--- config.mk ---
export PLATFORM = sky130hd
export DESIGN_NAME = fpaddsub_align_shift_pipe
export DESIGN_NICKNAME = d
export VERILOG_FILES = /design/src/rtl/fpaddsub_pkg.sv /design/src/rtl/fpaddsub_shift_level.sv /design/src/rtl/fpaddsub_align_shift_pipe.sv
export SDC_FILE = /design/constraint.sdc
export NUM_CORES = 1
export LEC_CHECK = 0
export BUFFER_PORTS_ARGS = -buffer_cell sky130_fd_sc_hd__clkbuf_2
export CELL_PAD_IN_SITES_DETAIL_PLACEMENT = 0
export CELL_PAD_IN_SITES_GLOBAL_PLACEMENT = 2
export CORE_UTILIZATION = 39
export DETAILED_ROUTE_END_ITERATION = 7
export PLACE_DENSITY = 0.75
export SLEW_MARGIN = 20
export SYNTH_ARGS = -nofsm -noshare
export SYNTH_HDL_FRONTEND = slang
export SYNTH_SLANG_ARGS = --single-unit
export TNS_END_PERCENT = 10
--- constraint.sdc ---
create_clock -name clk -period 1.8 [get_ports clk]
set_input_delay 0.09 -clock clk [delete_from_list [all_inputs] [get_ports clk]]
set_output_delay 0.09 -clock clk [all_outputs]
set_load 0.05 [all_outputs]
--- src/rtl/fpaddsub_pkg.sv ---
// Shared definitions for the FP add/sub datapath: default field widths and
// the pipeline stage-count helper.
`define MANTISSA 10
`define EXPONENT 5

package fpaddsub_pkg;

   localparam int FP_MAN_W = `MANTISSA;
   localparam int FP_EXP_W = `EXPONENT;

   // Number of pipeline stages needed to hold all shift levels.
   function automatic int ceil_div(input int a, input int b);
      return (a + b - 1) / b;
   endfunction

endpackage

--- src/rtl/fpaddsub_shift_level.sv ---
// One level of the logarithmic alignment shifter: optional right shift by a
// fixed power of two, folding the dropped bits into the sticky flag.
module fpaddsub_shift_level #(
    parameter int AMT   = 1,
    parameter int WIDTH = 13
) (
    input  logic [WIDTH-1:0] w_in,
    input  logic             s_in,
    input  logic             en,
    output logic [WIDTH-1:0] w_out,
    output logic             s_out
);

    // A level wider than the word flushes everything into sticky.
    generate
        if (AMT >= WIDTH) begin : g_flush
            assign w_out = en ? '0 : w_in;
            assign s_out = s_in | (en & (|w_in));
        end else begin : g_shift
            assign w_out = en ? (w_in >> AMT) : w_in;
            assign s_out = s_in | (en & (|w_in[AMT-1:0]));
        end
    endgenerate

endmodule

--- src/rtl/fpaddsub_align_shift_pipe.sv ---
// Pipelined alignment right-shifter producing {mantissa, guard, round} plus
// sticky, with a valid/ready handshake and a pass-through tag.
module fpaddsub_align_shift_pipe
    import fpaddsub_pkg::*;
#(
    parameter int MAN_W       = FP_MAN_W,
    parameter int SHIFT_W     = 5,
    parameter int LVL_PER_STG = 2,
    parameter int TAG_W       = 8
) (
    input  logic               clk,
    input  logic               rst,
    input  logic               in_valid,
    output logic               in_ready,
    input  logic [MAN_W:0]     in_mant,
    input  logic [SHIFT_W-1:0] in_shift,
    input  logic [TAG_W-1:0]   in_tag,
    output logic               out_valid,
    input  logic               out_ready,
    output logic [MAN_W+2:0]   out_mant,
    output logic               out_sticky,
    output logic [TAG_W-1:0]   out_tag
);

    localparam int WW   = MAN_W + 3;
    localparam int NSTG = ceil_div(SHIFT_W, LVL_PER_STG);

    logic [NSTG-1:0]    v;
    logic [WW-1:0]      w_q   [NSTG];
    logic [NSTG-1:0]    s_q;
    logic [SHIFT_W-1:0] sh_q  [NSTG];
    logic [TAG_W-1:0]   tag_q [NSTG];

    logic [WW-1:0]      w_src   [NSTG];
    logic [NSTG-1:0]    s_src;
    logic [NSTG-1:0]    v_src;
    logic [SHIFT_W-1:0] sh_src  [NSTG];
    logic [TAG_W-1:0]   tag_src [NSTG];
    logic [WW-1:0]      w_nx    [NSTG];
    logic [NSTG-1:0]    s_nx;

    logic [WW-1:0]      lw_in  [SHIFT_W];
    logic [WW-1:0]      lw_out [SHIFT_W];
    logic [SHIFT_W-1:0] ls_in;
    logic [SHIFT_W-1:0] ls_out;
    logic [SHIFT_W-1:0] l_en;

    logic [NSTG-1:0]    ld;
    logic [NSTG-1:0]    adv;

    // Stage inputs come from the ports for stage 0, otherwise from the
    // previous stage's registers; each stage's result is its last level.
    generate
        for (genvar s = 0; s < NSTG; s++) begin : g_stage
            localparam int LAST = (((s + 1) * LVL_PER_STG < SHIFT_W) ?
                                   (s + 1) * LVL_PER_STG : SHIFT_W) - 1;
            if (s == 0) begin : g_first
                assign w_src[s]   = {in_mant, 2'b00};
                assign s_src[s]   = 1'b0;
                assign v_src[s]   = in_valid;
                assign sh_src[s]  = in_shift;
                assign tag_src[s] = in_tag;
            end else begin : g_next
                assign w_src[s]   = w_q[s-1];
                assign s_src[s]   = s_q[s-1];
                assign v_src[s]   = v[s-1];
                assign sh_src[s]  = sh_q[s-1];
                assign tag_src[s] = tag_q[s-1];
            end
            assign w_nx[s] = lw_out[LAST];
            assign s_nx[s] = ls_out[LAST];
        end

        for (genvar k = 0; k < SHIFT_W; k++) begin : g_level
            localparam int ST = k / LVL_PER_STG;
            if ((k % LVL_PER_STG) == 0) begin : g_head
                assign lw_in[k] = w_src[ST];
                assign ls_in[k] = s_src[ST];
            end else begin : g_chain
                assign lw_in[k] = lw_out[k-1];
                assign ls_in[k] = ls_out[k-1];
            end
            assign l_en[k] = sh_src[ST][k];

            fpaddsub_shift_level #(
                .AMT   (1 << k),
                .WIDTH (WW)
            ) u_level (
                .w_in  (lw_in[k]),
                .s_in  (ls_in[k]),
                .en    (l_en[k]),
                .w_out (lw_out[k]),
                .s_out (ls_out[k])
            );
        end
    endgenerate

    // Backpressure ripples from the output towards the input so that a full
    // pipe can drain and refill in the same cycle.
    always_comb begin
        adv = '0;
        ld  = '0;
        adv[NSTG-1] = out_ready;
        ld[NSTG-1]  = !v[NSTG-1] || out_ready;
        for (int s = NSTG - 2; s >= 0; s--) begin
            adv[s] = ld[s+1];
            ld[s]  = !v[s] || adv[s];
        end
    end

    assign in_ready = ld[0];

    always_ff @(posedge clk) begin
        if (rst) begin
            v   <= '0;
            s_q <= '0;
            for (int s = 0; s < NSTG; s++) begin
                w_q[s]   <= '0;
                sh_q[s]  <= '0;
                tag_q[s] <= '0;
            end
        end else begin
            for (int s = 0; s < NSTG; s++) begin
                if (ld[s]) begin
                    v[s] <= v_src[s];
                    if (v_src[s]) begin
                        w_q[s]   <= w_nx[s];
                        s_q[s]   <= s_nx[s];
                        sh_q[s]  <= sh_src[s];
                        tag_q[s] <= tag_src[s];
                    end
                end
            end
        end
    end

    assign out_valid  = v[NSTG-1];
    assign out_mant   = w_q[NSTG-1];
    assign out_sticky = s_q[NSTG-1];
    assign out_tag    = tag_q[NSTG-1];

endmodule

-- Word-level counts from Yosys, hierarchy flattened
Memories as Yosys holds them, arrays and structs flattened.
Index checks and enable logic that the tools add are counted.
Widths: inputs -> output; s select.
- RAM bits: 78
- output and inout port bits: 24
- bits in registers: 6
- memories: 3
- logic and storage cells: 66
- bits of input ports: 28
- memory list (memory ; depth ; width ; rd ports ; clocked after memory_dff ; write ports ; RTL line ; source):
    w_q ; 3 ; 13 ; 3 ; 0 ; 3 ; fpaddsub_align_shift_pipe.sv:29 ; logic [WW-1:0] w_q [NSTG];
    tag_q ; 3 ; 8 ; 3 ; 0 ; 3 ; fpaddsub_align_shift_pipe.sv:32 ; logic [TAG_W-1:0] tag_q [NSTG];
    sh_q ; 3 ; 5 ; 2 ; 0 ; 3 ; fpaddsub_align_shift_pipe.sv:31 ; logic [SHIFT_W-1:0] sh_q [NSTG];
- reduce and logical (&&, ||, !) cells: 13
- bitwise gates (word level): 16
- mux-type cells: 28
- operators with widths (cell ; number):
    $mux 13 ; 8
    $mux 8 ; 3
    $mux 5 ; 3
    $mux 1 ; 14
    $reduce_or 13->1 ; 1
    $or 1x1->1 ; 12
    $reduce_or 8->1 ; 1
    $reduce_and 2->1 ; 3
    $and 1x1->1 ; 4
    $reduce_or 4->1 ; 1
    $logic_not 1->1 ; 3
    $logic_or 1x1->1 ; 3
    $reduce_or 2->1 ; 1

-- Depth between registers and ports, before layout
Gate-level depths: netlist of the first run.
- depth after elaboration: 8
- depth in mapped cells: 6
- gate-level depth less buffers: 4

-- Modules after synthesis
A second synthesis of the first run with hierarchy kept.
- cell total of the unflattened synthesis: 275
- area total of the unflattened synthesis: 3772.4 um2
- modules (own cells, without submodules) (module ; area each (um2) ; cells an instance ; seq. area each (um2) ; instances):
    fpaddsub_align_shift_pipe ; 2947.8 ; 190 ; 2132.0 ; 1
    fpaddsub_shift_level (g_level[1].u_level) ; 193.9 ; 16 ; 0.0 ; 1
    fpaddsub_shift_level (g_level[2].u_level) ; 185.2 ; 16 ; 0.0 ; 1
    fpaddsub_shift_level (g_level[0].u_level) ; 163.9 ; 15 ; 0.0 ; 1
    fpaddsub_shift_level (g_level[3].u_level) ; 145.1 ; 18 ; 0.0 ; 1
    fpaddsub_shift_level (g_level[4].u_level) ; 136.4 ; 20 ; 0.0 ; 1

-- Worst setup path after synthesis of the first run
Ideal clock, no wire load.
- path type: register to register
- start point: reg v[2]
- end point: mem sh_q[0][2] (enable)
- stages on the path, launching flop included: 4
- buffers on the path: 0
- required time: 1.371 ns
- clock period less this slack: 2.477 ns
- arrival time: 2.048 ns
- path slack: -0.677 ns
- setup time: 0.429 ns
- path through: dfxtp_1 nand4b_1 nand2_1 nand2b_1
- RTL lines (item ; RTL line ; source):
    start: declaration ; fpaddsub_align_shift_pipe.sv:28 ; logic [NSTG-1:0] v;
    start signal: indexed assignment ; fpaddsub_align_shift_pipe.sv:125 ; v[s] <= v_src[s];
    end: declaration ; fpaddsub_align_shift_pipe.sv:31 ;

==> key figures, run 1 <==
Timing
  • FMAX: roughly 630 MHz
  • Period utilization: 0.8814
  • Final Skew: 0.007643 ns
  • Tmin final: 1.587 ns
  • Slew Limit Headroom: 0.4392
  • Worst slew pin tran: about 0.84 ns
  • Worst hold slack: 0.02147 ns
  • Setup Viol. Count Final: 0
  • Sum Neg Setup Slack: 0 ns
  • Final hold vios: 0
  • Max-slew violations: 0
  • Unrepaired setup endpoints after global routing: no

Critical path
  • Worst path max stage delay: 0.41 ns
  • Crit path required time: 1.93 ns
  • Critical Path Source Type: flop
  • Flop2flop setup slack: 0.21 ns
  • CP endpoint kind: flop
  • Slowest CP cell: dfxtp_1
  • WS Path Type: reg2reg
  • FF-to-FF path depth: 5
  • RR Endpoint: w_q[0][25]
  • Worst-path fanout max: 35
  • FF-to-FF Start: v[1]
  • Arrival @ worst endpoint: between 1.5 and 2 ns
  • Cells along the critical path: o21ai_2 -> buf_4 -> a21o_1 -> buf_12 -> nor4b_1

Power and ir drop
  • Switch Pwr: between 900 and 1000 uW
  • Seq pwr share: 0.541
  • Pint: 2814 uW
  • Sw Ratio: 0.2607
  • Peak supply drop: 0.3137 mV
  • Clock share of power: 0.330
  • Pwr dens: 976.4 mW/mm^2
  • Final Power: between 3000 and 4000 uW
  • Combinational Power Share: 0.129
  • Leak: 0.001490 uW

Drt
  • Vias: just under 2000
  • DR vias/cell: slightly below 5
  • DR iter-0 viols: 62
  • WL/cell: ~13 um
  • DRC violations left: 0
  • Detail Route Antenna Nets: 0
  • Total wire length: roughly 5300 um
  • Drt pass-1 iters: 6

Floorplan
  • Die extent in x: roughly 95 um
  • Core Region: 0.008299 mm^2
  • Site Rows: 33
  • Die ar.: 0.009018 mm^2
  • Initial Util: 0.4062
  • Boundary pin count: 52
  • Chip height: 94.97 um

Clocking
  • CTS Sinks: 73
  • TritonCTS Buffers: 9
  • Worst skew pair latency: ~0.34 ns
  • Post-CTS setup buffer count: 0
  • TritonCTS clock tree: done
  • Clock slew at reported path FFs: 0.08 ns
  • H-tree depth: 3
  • Clock Path Buffers: 2
  • Root Driver: clkbuf_8

Global routing
  • Total gr overflow: 0
  • All-Layer GR Usage: 0.1293
  • First-pass GRT wire length: around 8500 um
  • Initial antenna violation count: 0
  • Number of global-route vias before repair: 1777
  • Pin count of the biggest net entering global routing: 36

Yosys
  • Post-synthesis sequential area ratio: 0.6325
  • Top-area cell type share of the netlist area: 0.5969
  • Synth Area in Adders: 0
  • Main synth FF type: edfxtp_1
  • Synth Warn #: 0
  • Post-Synth Simple-Gate Area: 0.1852
  • Xor/xnor share of the synthesized area: 0
  • Unique masters post-synth: 33
  • FF+latch count, synth: 73
  • Number of synthesized flops with an enable pin: 67
  • Ys async rst share: 0
  • Largest cells by area after synthesis: edfxtp_1 (60%), and2_1 (5.8%), nor3b_2 (4.8%)
  • Mux cell area share after synthesis: 0.06236
  • Largest family of logic cells by synthesized area: simple AND/OR/NAND/NOR gates
  • Compound-cell area share of the yosys netlist: 0.06422
  • Syn_nets: 273
  • Mapped Cells: 245
  • Post-Syn Area: around 0.0034 mm^2
  • Cell taking the most area after synthesis: edfxtp_1
  • Mean post-synth cell area: 13.76 um^2

Run status
  • Outcome: completed

Min path
  • Worst Hold Class: in2reg
  • Hold EP: tag_q[0][3]
  • Min-Delay Path Depth: 2
  • Min-delay src: in_tag[3]

Finish
  • Layout cells sized above 1: 0.3333
  • Most frequent cells in the layout: edfxtp_1 (67), clkbuf_2 (51), and2_1 (31), nor3b_2 (13)
  • Syn-to-layout area delta: 15.66%
  • Final core utilization: 0.4698
  • Nets: 320
  • Ant diodes: 0
  • Most common cell after layout, fill and taps aside: edfxtp_1

Flow run
  • Max-Cap Viols: 0

Placement
  • PortBufs: 51
  • Final GP Congestion: 0.7544
  • DPL Wire Length: 3723 um
critical path, delay by kind of cell (launching register included):
| kind | cells | cell delay [ns] |
|---|---|---|
| AND/OR/NAND/NOR | 1 | 0.33 |
| flip-flops | 1 | 0.41 |
| AO/OA/AOI/OAI | 2 | 0.29 |
| buffers and inverters | 2 | 0.34 |
per-layer routing:
layer	wire length, um	track usage	share of wire
met2	2404	0.1894	0.46
met3	222	0.02738	0.042
met1	2518	0.1733	0.48
met4	135	0.08333	0.026
met5	0	0	0
metrics by stage:
step / std cells / area [um^2] / setup slack, ns
5_1_grt: 402 / 3899 / 0.06935
3_5_place_dp: 385 / 3686 / 0.1111
4_1_cts: 402 / 3891 / 0.09195
3_3_place_gp: 385 / 3686 / 0.1138
2_1_floorplan: 245 / 3385 / 0.006567
6_report: 402 / 3899 / 0.2135
Yosys cell counts, drive strengths merged, types with 2 or more instances:
master / instances
nor4: 4
and3: 2
o22a: 2
inv: 5
mux4: 3
dfxtp: 6
nor4b: 5
nor2: 12
clkbuf: 6
nand2: 8
nor2b: 6
nor3b: 13
edfxtp: 67
a21o: 2
nor3: 7
nand2b: 2
a211oi: 12
and2: 31
o21ai: 2
mux2i: 12
mux2: 2
a21oi: 10
buf: 19
cell families (layout without fill, tap and decap cells):
family	count (synthesis)	in the layout
AND/OR/NAND/NOR	94	94
buffers and inverters	30	82
AO/OA/AOI/OAI	31	31
flip-flops	73	73
multiplexers	17	17
how the worst max path moves through the flow:
stage / from / endpoint / slack [ns] / cells past startpoint
6_report: v[1] / w_q[0][25] / 0.21 / 5
5_1_grt: w_q[0][11] / s_q[1] / 0.07 / 4
4_1_cts: v[1] / w_q[0][0] / 0.09 / 3
3_5_place_dp: v[1] / w_q[0][0] / 0.11 / 3
3_3_place_gp: v[2] / w_q[0][0] / 0.11 / 4
2_1_floorplan: v[2] / sh_q[0][2] / 0.007 / 3
flip-flops by register name, summed over array words and instances (netlist names):
name   flops
sh_q       4
v          3
w_q       39
tag_q     24
s_q        3
final cells by class:
| cell class | count | area, um^2 |
|---|---|---|
| Clock buffer | 10 | 127.6 |
| Clock inverter | 6 | 67.56 |
| Fill cell | 763 | 4400 |
| Inverter | 5 | 18.77 |
| Multi-Input combinational cell | 142 | 1072 |
| Sequential cell | 73 | 2136 |
| Tap cell | 105 | 131.4 |
| Timing Repair Buffer | 61 | 345.3 |
power groups by stage:
stage                     Sequential (uW)  Clock [uW]  Combinational [uW]
after floorplan                      2150           0                 327
after global placement               2100           0                 490
after detailed placement             2100           0                 492
after CTS                            2060        1290                 495
after global routing                 2080        1350                 535
final                                2060        1260                 490
timing repair:
item | 4_1_cts | 5_1_grt
endpoints found under the hold margin | 1 | 0
resized for setup | 0 | 1
hold buffers | 1 | 0
endpoints found under the setup margin | 0 | 27
No activity file was read; power rests on OpenSTA's default activity.
==> inputs of run 2 (changes only) <==
--- a/config.mk
+++ b/config.mk
@@ -5,10 +5,12 @@
 export SDC_FILE = /design/constraint.sdc
 export NUM_CORES = 1
 export LEC_CHECK = 0
+export ABC_AREA = 1
 export BUFFER_PORTS_ARGS = -buffer_cell sky130_fd_sc_hd__clkbuf_2
 export CELL_PAD_IN_SITES_DETAIL_PLACEMENT = 0
 export CELL_PAD_IN_SITES_GLOBAL_PLACEMENT = 2
-export CORE_UTILIZATION = 39
+export CORE_UTILIZATION = 35
+export CTS_CLUSTER_SIZE = 14
 export DETAILED_ROUTE_END_ITERATION = 7
 export PLACE_DENSITY = 0.75
 export SLEW_MARGIN = 20
==> key figures, run 2 <==
Clocking
  • Clock Path Buffers: 2
  • Post_cts resized: 0
  • CTS Sinks: 73
  • Worst skew pair latency: 0.34 ns
  • H-tree depth: 3
  • Root Driver: clkbuf_8
  • Clock slew at reported path FFs: approximately 0.080 ns
  • TritonCTS clock tree: done
  • TritonCTS Buffers: 9

Critical path
  • Worst-path fanout max: 39
  • Critical Path Source Type: flop
  • CP endpoint kind: flop
  • Arrival @ worst endpoint: roughly 1.5 ns
  • WS Path Type: reg2reg
  • Crit path required time: 1.87 ns

Drt
  • WL/cell: 10.00 um
  • Total wire length: about 5300 um
  • Met1 wire length: 2449 um
  • Max Used Layer: met4
  • Met2 wire len: 2533 um
  • DR iter-0 viols: 54
  • Vias: 2214
  • DR vias/cell: ~4.1
  • Met3 WL: approximately 270 um
  • Drt pass-1 iters: 5
  • DRC violations left: 0
  • Detail Route Antenna Nets: 0

Global routing
  • All-Layer GR Usage: 0.1219
  • Number of global-route vias before repair: 2160
  • Pin count of the biggest net entering global routing: 40
  • Initial antenna violation count: 0
  • First-pass GRT wire length: 9390 um
  • Total gr overflow: 0

Power and ir drop
  • Leak: roughly 0.0018 uW
  • Pwr dens: approximately 990 mW/mm^2
  • Peak supply drop: 0.5685 mV

Yosys
  • Ys async rst share: 0
  • Post-synth top cells: nor2_1 (78), edfxtp_1 (67), inv_1 (67), nand2_1 (57), a21oi_1 (14)
  • Number of synthesized flops with an enable pin: 67
  • Largest cells by area after synthesis: edfxtp_1 (59%), nor2_1 (8.7%), inv_1 (7.4%)
  • FF+latch count, synth: 73
  • Main synth FF type: edfxtp_1
  • Mapped Cells: 352
  • Post-Syn Area: approximately 0.0034 mm^2
  • Syn_nets: between 300 and 400
  • Unique masters post-synth: 27
  • Synth Warn #: 0
  • Cell taking the most area after synthesis: edfxtp_1
  • Top-area cell type share of the netlist area: 0.5947
  • Mean post-synth cell area: 9.611 um^2
  • Most common cell in the netlist: nor2_1
  • Post-synthesis sequential area ratio: 0.6302

Run status
  • Outcome: completed

Timing
  • Final Skew: 0.01511 ns
  • Final hold vios: 0
  • FMAX: roughly 700 MHz
  • Worst slew pin tran: around 0.57 ns
  • Period utilization: 0.7939
  • Sum Neg Setup Slack: 0 ns
  • Setup Viol. Count Final: 0
  • Tmin final: 1.429 ns
  • Max-slew violations: 0
  • Slew Limit Headroom: 0.6202
  • Unrepaired setup endpoints after global routing: no

Min path
  • Worst Hold Class: in2reg

Finish
  • Biggest regs: w_q (39), tag_q (24), sh_q (4)
  • Syn-to-layout area delta: 16.68%
  • Biggest register: w_q
  • Most frequent cells in the layout: nor2_1 (78), inv_1 (67), edfxtp_1 (67), nand2_1 (56), clkbuf_2 (51)
  • Ant diodes: 0
  • Layout cells sized above 1: 0.2148
  • Post-route cell area: 0.003948 mm^2
  • Most common cell after layout, fill and taps aside: nor2_1
  • Nets: around 430
  • Flip-flop count of the largest register after layout: 39

Floorplan
  • Die extent in x: 100.3 um
  • Site Rows: 35
  • Boundary pin count: 52
  • Core Region: 0.009284 mm^2
  • Initial Util: 0.3644
  • Chip height: 100.3 um
  • Die ar.: between 0.01 and 0.015 mm^2

Flow run
  • Max-Cap Viols: 0

Placement
  • DPL Wire Length: 3929 um
  • Final GP Congestion: ~0.76
  • Dpl cell area: 0.003720 mm^2
  • PortBufs: 51
[run 2: timing repair]
item / CTS / global route
hold buffers: 1 / 0
buffers inserted: 0 / 0
hold endpoints to repair: 3 / 0
[run 2: through the flow]
step	total power [uW]	hold WS (ns)	std cells	util	setup WS, ns
after CTS	3971	0.03025	534	0.4252	0.3456
after global routing	4119	0.04185	534	0.4252	0.2142
after floorplan	2478	0.1517	352	-	0.07052
after global placement	2588	0.3046	517	0.4007	0.3330
final	3918	0.04547	534	0.4252	0.3710
after detailed placement	2590	0.3017	517	0.4007	0.3593
[run 2: worst paths after layout]
| path | endpoint | depth (start not counted) | start | slack, ns |
|---|---|---|---|---|
| max | w_q[0][0] | 6 | v[1] | 0.37 |
| min | sh_q[0][3] | 3 | in_shift[3] | 0.05 |
| max reg2reg | w_q[0][0] | 6 | v[1] | 0.37 |
| min reg2reg | s_q[0] | 2 | s_q[0] | 0.51 |
[run 2: cell type report]
| type | count | area, um^2 |
|---|---|---|
| clock inverter | 6 | 90.09 |
| timing repair buffer | 56 | 307.8 |
| tap | 129 | 161.4 |
| clock buffer | 10 | 127.6 |
| sequential | 73 | 2133 |
| fill | 931 | 5336 |
| multi-input combinational | 191 | 865.8 |
| inverter | 69 | 261.5 |
[run 2: logic make-up (layout without fill, tap and decap cells)]
kind of cell / Yosys count / after routing / share of synthesized area
buffers and inverters: 88 / 141 / 0.1172
multiplexers: 1 / 1 / 0.003328
flip-flops: 73 / 73 / 0.6302
AO/OA/AOI/OAI: 35 / 35 / 0.05844
AND/OR/NAND/NOR: 155 / 155 / 0.1908
[run 2: worst max-delay path: stages (launching register included)]
cell and delay, ns:
dfxtp_1 0.40, nand3_1 0.11, nand2_1 0.16, nand3_2 0.12, nand2_4 0.10, buf_12 0.21, nor3_1 0.07
[run 2: power breakdown]
group | total [uW] | leakage, uW | switching [uW] | internal (uW)
Clock | 1370 | 0.000107 | 587 | 785
Sequential | 2030 | 0.000768 | 36.4 | 1990
Combinational | 520 | 0.000903 | 373 | 147
[run 2: metal layers]
layer,vias up,track usage
li1,1194,-
met1,962,0.1414
met2,50,0.2092
met3,8,0.03552
met4,0,0.05351
met5,-,0
==> inputs of run 3 (changes only) <==
--- a/config.mk
+++ b/config.mk
@@ -9,10 +9,10 @@
 export BUFFER_PORTS_ARGS = -buffer_cell sky130_fd_sc_hd__clkbuf_2
 export CELL_PAD_IN_SITES_DETAIL_PLACEMENT = 0
 export CELL_PAD_IN_SITES_GLOBAL_PLACEMENT = 2
-export CORE_UTILIZATION = 35
+export CORE_UTILIZATION = 32
 export CTS_CLUSTER_SIZE = 14
 export DETAILED_ROUTE_END_ITERATION = 7
-export PLACE_DENSITY = 0.75
+export PLACE_DENSITY = 0.72
 export SLEW_MARGIN = 20
 export SYNTH_ARGS = -nofsm -noshare
 export SYNTH_HDL_FRONTEND = slang
==> constraint.sdc (replaced) <==
create_clock -name clk -period 1.16 [get_ports clk]
set_input_delay 0.058 -clock clk [delete_from_list [all_inputs] [get_ports clk]]
set_output_delay 0.058 -clock clk [all_outputs]
set_load 0.05 [all_outputs]
==> key figures, run 3 (synthesis results as in run 2) <==
Timing
  • Setup Viol. Count Final: 132
  • Worst hold slack: 0.008798 ns
  • Final Skew: 0.01037 ns
  • FMAX: about 720 MHz
  • Final hold vios: 0
  • Worst setup slack after layout: -0.2314 ns
  • Worst slew pin tran: 0.4765 ns
  • Slew Limit Headroom: 0.6820
  • Unrepaired setup endpoints after global routing: yes
  • Tmin final: 1.391 ns
  • Max-slew violations: 0
  • Period utilization: 1.200

Min path
  • Worst Hold Class: in2reg

Global routing
  • Number of global-route vias before repair: 2204
  • Total gr overflow: 0
  • Pin count of the biggest net entering global routing: 40
  • First-pass GRT wire length: 10030 um
  • All-Layer GR Usage: 0.1201
  • Initial antenna violation count: 0

Clocking
  • TritonCTS clock tree: done
  • Root Driver: clkbuf_8
  • Worst skew pair latency: 0.34 ns
  • H-tree depth: 3
  • Clock slew at reported path FFs: 0.08 ns
  • CTS Sinks: 73
  • TritonCTS Buffers: 9
  • Clock Path Buffers: 2

Critical path
  • Buf/Inv on CP: 3
  • Crit-path leading delay family: flip-flops
  • Cells along the critical path: buf_6 -> clkinvlp_4 -> buf_6 -> nand2_2 -> nand2_2 -> nor2_1 -> o21a_1
  • Crit path required time: 1.26 ns
  • CP endpoint kind: flop
  • Arrival @ worst endpoint: 1.49 ns
  • Slowest CP cell: edfxtp_1
  • Critical Path Source Type: flop
  • Worst path max stage delay: 0.46 ns
  • Flop2flop setup slack: -0.23 ns
  • Worst-path fanout max: 4
  • WS Path Type: reg2reg

Floorplan
  • Die ar.: 0.01099 mm^2
  • Chip height: 104.8 um
  • Die extent in x: 104.8 um
  • Boundary pin count: 52
  • Site Rows: 37
  • Initial Util: 0.3292
  • Core Region: 0.01028 mm^2

Flow run
  • Max-Cap Viols: 0

Placement
  • PortBufs: 51
  • Dpl cell area: approximately 0.0039 mm^2
  • Setup WS pre-CTS: -0.2232 ns
  • Final GP Congestion: about 0.75
  • DPL Wire Length: 4067 um

Power and ir drop
  • Pwr dens: 1316 mW/mm^2
  • Leak: 0.002000 uW
  • Peak supply drop: 0.4837 mV

Run status
  • Outcome: complete, but fails checks
  • Failing checks: setup timing

Drt
  • Vias: about 2400
  • DRC violations left: 0
  • DR vias/cell: 4.107
  • WL/cell: 10.78 um
  • Total wire length: 6255 um
  • DR iter-0 viols: 77
  • Drt pass-1 iters: 6
  • Detail Route Antenna Nets: 0

Finish
  • Biggest register: w_q
  • Ant diodes: 0
  • Most frequent cells in the layout: nor2_1 (67), edfxtp_1 (67), inv_1 (64), clkbuf_2 (49), nand2_1 (43)
  • Biggest regs: w_q (39), tag_q (24), sh_q (4)
  • Nets: around 470
  • Fill count: 1039
  • Layout cells sized above 1: 0.3604
  • Flip-flop count of the largest register after layout: 39
  • Syn-to-layout area delta: 34.36%
  • Post-route cell area: 0.004546 mm^2
==> run 3: changes by cell type in the layout (fill, tap and decap cells not counted), sizes merged <==
| cell | change |
|---|---|
| buf | +32 |
| clkinvlp | +6 |
| dlygate4sd3 | +3 |
| bufinv | -2 |
| clkbuf | +1 |
| clkinv | -1 |
| inv | -1 |
| nand2 | +1 |
==> run 3: path summary, 6_finish.rpt <==
| check | start | to | cells past startpoint |
|---|---|---|---|
| max | sh_q[0][2] | w_q[0][13] | 7 |
| min | in_tag[4] | tag_q[0][4] | 3 |
| max reg2reg | sh_q[0][2] | w_q[0][13] | 7 |
| min reg2reg | s_q[0] | s_q[0] | 2 |
==> run 3: what timing repair did <==
item / 4_1_cts / 5_1_grt
resized for setup: 33 / 36
pin swaps: 3 / 16
hold buffers: 4 / 0
endpoints found under the hold margin: 6 / 0
endpoints found under the setup margin: 137 / 136
cloned: 3 / 1
buffers inserted: 8 / 4
==> run 3: power breakdown <==
part           total [uW]  switching, uW  leakage, uW  internal, uW
sequential           3150           67.2     0.000769          3080
combinational        1100            694      0.00116           408
clock                1730            948    0.0000749           779
==> run 3: through the flow <==
step	cells	utilization	setup TNS (ns)	power [uW]
finish	580	0.4423	-14.88	5980
global route	580	0.4423	-22.41	6280
CTS	576	0.4235	-9.289	5942
detailed placement	545	0.3837	-17.35	4116
global placement	545	0.3837	-15.12	4112
floorplan	352	-	-46.64	3845
==> run 3: final cells by class <==
| type | count | area (um^2) | share of cell area |
|---|---|---|---|
| Clock buffer | 10 | 127.6 | 0.02808 |
| Clock inverter | 6 | 43.79 | 0.009634 |
| Inverter | 69 | 281.5 | 0.06193 |
| Multi-Input combinational cell | 192 | 1066 | 0.2345 |
| Sequential cell | 73 | 2141 | 0.4710 |
| Tap cell | 136 | 170.2 | 0.03743 |
| Timing Repair Buffer | 92 | 701.9 | 0.1544 |
| Timing Repair inverter | 2 | 13.76 | 0.003028 |
==> run 3: metal layers <==
metal | up-vias | GRT usage | share of wire
met1 | 1038 | 0.1381 | 0.47
met2 | 50 | 0.2010 | 0.48
li1 | 1280 | - | -
met5 | - | 0 | 0
met3 | 14 | 0.02870 | 0.035
met4 | 0 | 0.07545 | 0.023
==> run 3: tightest hold or removal path, delay by kind of cell <==
family,cells,cell delay (ns)
buf+inv,2,0.10
simple gates,1,0.08
